`src/rtl/fifo_pkg.sv`:
```
`default_nettype none
// +----------------------------------------------------------------------+
// | fifo_pkg                                                             |
// | Shared FIFO defaults and a status bundle for downstream monitors.    |
// | Rev 1.0                                                              |
// +----------------------------------------------------------------------+
package fifo_pkg;

  localparam int FIFO_DATA_WIDTH = 8;
  localparam int FIFO_DEPTH      = 8;
  localparam int FIFO_ADDR_WIDTH = $clog2(FIFO_DEPTH);

  typedef struct packed {
    logic                     full;
    logic                     empty;
    logic                     overflow;
    logic                     underflow;
    logic [FIFO_ADDR_WIDTH:0] count;
  } fifo_status_t;

endpackage
`default_nettype wire

```
`src/rtl/fifo_mem.sv`:
```
`default_nettype none
// +----------------------------------------------------------------------+
// | fifo_mem                                                             |
// | DEPTH x DATA_WIDTH register array, one sync write and one sync read. |
// | Rev 1.0                                                              |
// +----------------------------------------------------------------------+
module fifo_mem #(
  parameter int DATA_WIDTH = 8,
  parameter int DEPTH      = 8,
  parameter int ADDR_WIDTH = $clog2(DEPTH)
) (
  input  logic                  clk,
  input  logic                  wr_en,
  input  logic [ADDR_WIDTH-1:0] wr_addr,
  input  logic [DATA_WIDTH-1:0] wr_data,
  input  logic                  rd_en,
  input  logic [ADDR_WIDTH-1:0] rd_addr,
  output logic [DATA_WIDTH-1:0] rd_data
);

  logic [DATA_WIDTH-1:0] r_mem [DEPTH];
  logic [DATA_WIDTH-1:0] r_rd_data;

  always_ff @(posedge clk) begin
    if (wr_en) begin
      r_mem[wr_addr] <= wr_data;
    end
    if (rd_en) begin
      r_rd_data <= r_mem[rd_addr];
    end
  end

  assign rd_data = r_rd_data;

endmodule
`default_nettype wire

```
`src/rtl/sync_fifo.sv`:
```
`default_nettype none
// +----------------------------------------------------------------------+
// | sync_fifo                                                            |
// | Single-clock FIFO with occupancy count and overflow/underflow pulses.|
// | Rev 1.0                                                              |
// +----------------------------------------------------------------------+
module sync_fifo
  import fifo_pkg::*;
#(
  parameter  int DATA_WIDTH = FIFO_DATA_WIDTH,
  parameter  int DEPTH      = FIFO_DEPTH,
  localparam int ADDR_WIDTH = $clog2(DEPTH)
) (
  input  logic                  clk,
  input  logic                  rst,
  input  logic                  wr_en,
  input  logic [DATA_WIDTH-1:0] data_in,
  input  logic                  rd_en,
  output logic [DATA_WIDTH-1:0] data_out,
  output logic                  full,
  output logic                  empty,
  output logic [ADDR_WIDTH:0]   count,
  output logic                  overflow,
  output logic                  underflow
);

  localparam logic [ADDR_WIDTH:0] C_PTR_ONE = (ADDR_WIDTH + 1)'(1);

  logic [ADDR_WIDTH:0]   r_wr_ptr;
  logic [ADDR_WIDTH:0]   r_rd_ptr;
  logic                  r_overflow;
  logic                  r_underflow;
  logic                  r_rd_valid;
  logic                  w_full;
  logic                  w_empty;
  logic                  w_wr_accept;
  logic                  w_rd_accept;
  logic [DATA_WIDTH-1:0] w_mem_rd_data;

  assign w_empty     = (r_wr_ptr == r_rd_ptr);
  assign w_full      = (r_wr_ptr[ADDR_WIDTH-1:0] == r_rd_ptr[ADDR_WIDTH-1:0]) &&
                       (r_wr_ptr[ADDR_WIDTH] != r_rd_ptr[ADDR_WIDTH]);
  assign w_wr_accept = wr_en && !w_full;
  assign w_rd_accept = rd_en && !w_empty;

  always_ff @(posedge clk or posedge rst) begin
    if (rst) begin
      r_wr_ptr    <= '0;
      r_rd_ptr    <= '0;
      r_overflow  <= 1'b0;
      r_underflow <= 1'b0;
      r_rd_valid  <= 1'b0;
    end else begin
      if (w_wr_accept) begin
        r_wr_ptr <= r_wr_ptr + C_PTR_ONE;
      end
      if (w_rd_accept) begin
        r_rd_ptr   <= r_rd_ptr + C_PTR_ONE;
        r_rd_valid <= 1'b1;
      end
      r_overflow  <= wr_en && w_full;
      r_underflow <= rd_en && w_empty;
    end
  end

  fifo_mem #(
    .DATA_WIDTH (DATA_WIDTH),
    .DEPTH      (DEPTH),
    .ADDR_WIDTH (ADDR_WIDTH)
  ) u_mem (
    .clk     (clk),
    .wr_en   (w_wr_accept),
    .wr_addr (r_wr_ptr[ADDR_WIDTH-1:0]),
    .wr_data (data_in),
    .rd_en   (w_rd_accept),
    .rd_addr (r_rd_ptr[ADDR_WIDTH-1:0]),
    .rd_data (w_mem_rd_data)
  );

  // Storage has no reset, so data_out reads as zero until the first read after reset.
  assign data_out  = r_rd_valid ? w_mem_rd_data : '0;
  assign full      = w_full;
  assign empty     = w_empty;
  assign count     = r_wr_ptr - r_rd_ptr;
  assign overflow  = r_overflow;
  assign underflow = r_underflow;

endmodule
`default_nettype wire

```
`config.mk`:
```
export PLATFORM = sky130hd
export DESIGN_NAME = sync_fifo
export DESIGN_NICKNAME = d
export VERILOG_FILES = /design/src/rtl/fifo_pkg.sv /design/src/rtl/fifo_mem.sv /design/src/rtl/sync_fifo.sv
export SDC_FILE = /design/constraint.sdc
export NUM_CORES = 1
export LEC_CHECK = 0
export ABC_AREA = 1
export CORE_UTILIZATION = 47
export CTS_CLUSTER_SIZE = 40
export DETAILED_ROUTE_END_ITERATION = 10
export PLACE_DENSITY = 0.68
export SLEW_MARGIN = 20
export SYNTH_ARGS = -nofsm -noshare
export SYNTH_HDL_FRONTEND = slang
export SYNTH_SLANG_ARGS = --single-unit
```
`constraint.sdc`:
```
create_clock -name clk -period 4.97 [get_ports clk]
set_input_delay 1.491 -clock clk [delete_from_list [all_inputs] [get_ports clk]]
set_output_delay 1.491 -clock clk [all_outputs]
set_load 0.05 [all_outputs]
```
==> impl_metrics.tcl <==
set metrics [dict create \
    post_cts_resized 0 \
    setup_viol 0 \
    num_rows 32 \
    dp_slack_ns 0.974 \
    synth_area_sq_mm 0.00391 \
    worst_pin_slew_ns 0.978 \
    fillers 654 \
    core_region_area_sq_mm 0.00789 \
    cpLargestDelayFamily "buffers and inverters" \
    r2r_setup_slack_ns 2.09 \
    antenna_found_initial 0 \
    rsz0062_at_grt "false" \
    status "complete, no violations" \
    avgSynthCellArea_sq_um 9.55 \
    htreeDepth 3 \
    firstDrtPassIters 5 \
    vias_per_cell 4.86 \
    cpMaxStageDelayCell "clkdlybuf4s50_1" \
    synth.mux.area_fraction 0 \
    ir_drop_uv 301 \
    synth-main-ff-cell "edfxtp_1" \
    synth-simple-area-share 0.233 \
    synth-compound-area-share 0 \
    start_kind "register" \
    via_count 2636 \
    die_h_um 93.2 \
    pin_count 28 \
    clock.fmax_ghz 0.228 \
    synthCells 409 \
    yosysSeqAreaShare 0.624 \
    hold_buffers 0 \
    grt_pass1_vias 2336 \
    fin_crit_ns 4.39 \
    grt_max_degree 38 \
    synthArstFlopShare 0.133 \
    maxSlewHeadroom 0.346 \
    drtAntennaViolNets 0 \
    wl_per_cell_um 13.7 \
    yosys_warnings 0 \
    grt_usage 0.188 \
    synthXorXnorAreaFrac 0.00673 \
    die_x_um 93.2 \
    clk_latency_ns 0.35 \
    synth_top_family_by_area "simple AND/OR/NAND/NOR gates" \
    grt_first_pass_wirelength_mm 11.8 \
    cts_tree "done" \
    timing.final.ws_setup_ns 0.584 \
    maxSlewViolCount 0 \
    synth-seq-cells 83 \
    tns_ns 0 \
    slowest_delay_ns 0.79 \
    gp_congestion 0.818 \
    floorplan.initialDensity 0.495 \
    cts_buffer_depth 2 \
    drt_iter0_drc 282 \
    ys_types 22 \
    path_buf_inv 4 \
    cts_sinks 83 \
    dpl.hpwl_mm 4.93 \
    finalWirelength_mm 7.41 \
    hold_viol_final 0 \
    crit_type "register to output pin" \
    synth-edff-count 72 \
    grt-ovfl-total 0 \
    numCtsBuffers 9 \
    cap_violations 0 \
    path_clk_slew_ns 0.08 \
    area_growth_pct 12.0 \
    fin_cells 542 \
    critPathMaxFanout 13 \
    drive_gt1_frac 0.0568 \
    post_cts_buffers 0 \
    skew_ns 0.00582 \
    synthAdderAreaFrac 0.0211 \
    power_density_mw_per_mm2 638 \
    synth_nets 427 \
    cts_root_buf "clkbuf_8" \
    layout.nets 453 \
    power_w 0.00279 \
    cp.required_ns 3.48 \
    leakage_nw 2.08 \
    drc_errors 0 \
    crit_path_cell_trace "clkinv_1 > ha_1 > nand3_1 > inv_2 > nand2_4 > inv_1 > clkdlybuf4s50_1" \
    dp_cells 526 \
    diodes 0 \
    worstPathArrival_ns 2.90 \
    hp-class "register to register" \
    fin_crit_sh 0.883 \
    end_kind "output pin" \
    port_buffers 27 \
    die-area_sq_mm 0.00868 \
]
synth_stat cells, drive strengths merged, types with 2 or more instances:
master  number  area (sq um)
xor2         2          17.5
inv         90           340
ha           5          62.6
edfxtp      72          2160
nand2      151           599
nor2        11          41.3
nand4        3          18.8
dfrtp       11           275
buf         13           103
nand3       46           243
metal layers:
layer	track usage	share of wire	vias up
met5	0	0	-
met4	0.0654	0.013	0
met3	0.0439	0.065	10
met2	0.291	0.47	111
met1	0.262	0.45	1199
li1	-	-	1316
per-stage QoR:
stage,hold WS (ns),utilization,instance area (sq um)
6_report,0.608,0.555,4370
5_1_grt,0.632,0.555,4370
4_1_cts,0.591,0.555,4370
3_5_place_dp,0.573,0.534,4210
3_3_place_gp,0.561,0.534,4210
2_1_floorplan,0.511,-,3910
cell type report:
type / count / area [sq um] / area share
repair buffers: 29 / 285 / 0.0652
multi-input cells: 221 / 1020 / 0.233
clock inverters: 5 / 30.0 / 0.00686
clock buffers: 11 / 131 / 0.0300
well taps: 102 / 128 / 0.0292
flip-flops and latches: 83 / 2440 / 0.557
inverters: 91 / 344 / 0.0787
path summary, 6_finish.rpt:
| kind | depth (start not counted) | startpoint | to |
|---|---|---|---|
| min reg2reg | 2 | r_rd_ptr[3] | r_rd_ptr[3] |
| min in group asynchronous | 2 | rst | r_wr_ptr[3] |
| max in group asynchronous | 2 | rst | r_wr_ptr[1] |
| min | 2 | r_rd_ptr[3] | r_rd_ptr[3] |
| max reg2reg | 7 | r_rd_ptr[2] | u_mem.r_mem[6][5] |
| max | 7 | r_rd_ptr[2] | full |
cells in the final DEF (no fill, tap or decap):
cell / Yosys / layout
nand2_1: 146 / 146
inv_1: 86 / 86
edfxtp_1: 72 / 72
nand3_1: 45 / 45
clkdlybuf4s50_1: 0 / 27
nor2_1: 11 / 11
dfrtp_1: 11 / 11
clkbuf_8: 0 / 9
ha_1: 5 / 5
nand2_4: 4 / 4
inv_2: 3 / 3
nand4_1: 3 / 3
xor2_1: 2 / 2
clkinv_1: 1 / 2
clkinv_2: 0 / 2
clkbuf_1: 1 / 2
buf_4: 5 / 2
nand2_2: 1 / 1
nand3_4: 1 / 1
nand3b_1: 1 / 1
xnor2_1: 1 / 1
inv_4: 1 / 1
fa_1: 1 / 1
clkinv_4: 0 / 1
clkinvlp_4: 0 / 1
report_power, final:
group          switching [W]  internal [W]
combinational       0.000931      0.000419
sequential         0.0000983      0.000931
clock               0.000232      0.000179
total                0.00126       0.00153
sequential cells by signal (all words and copies together), names as in the netlist:
register,cells
overflow,1
r_rd_ptr,4
r_rd_valid,1
r_wr_ptr,4
u_mem.r_mem,64
u_mem.rd_data,8
underflow,1
cell families after synthesis:
family / Yosys count
flops: 83
buf+inv: 105
fa+ha+maj: 6
xor+xnor: 3
simple gates: 212
worst reg2reg max path: cells and delay by family, from the launching register on:
family        cells  cell delay, ns
flops             1            0.59
simple gates      4            1.09
buf+inv           2            0.40
fa+ha+maj         1            0.42
Note: power is estimated with default switching activity, not from simulation.
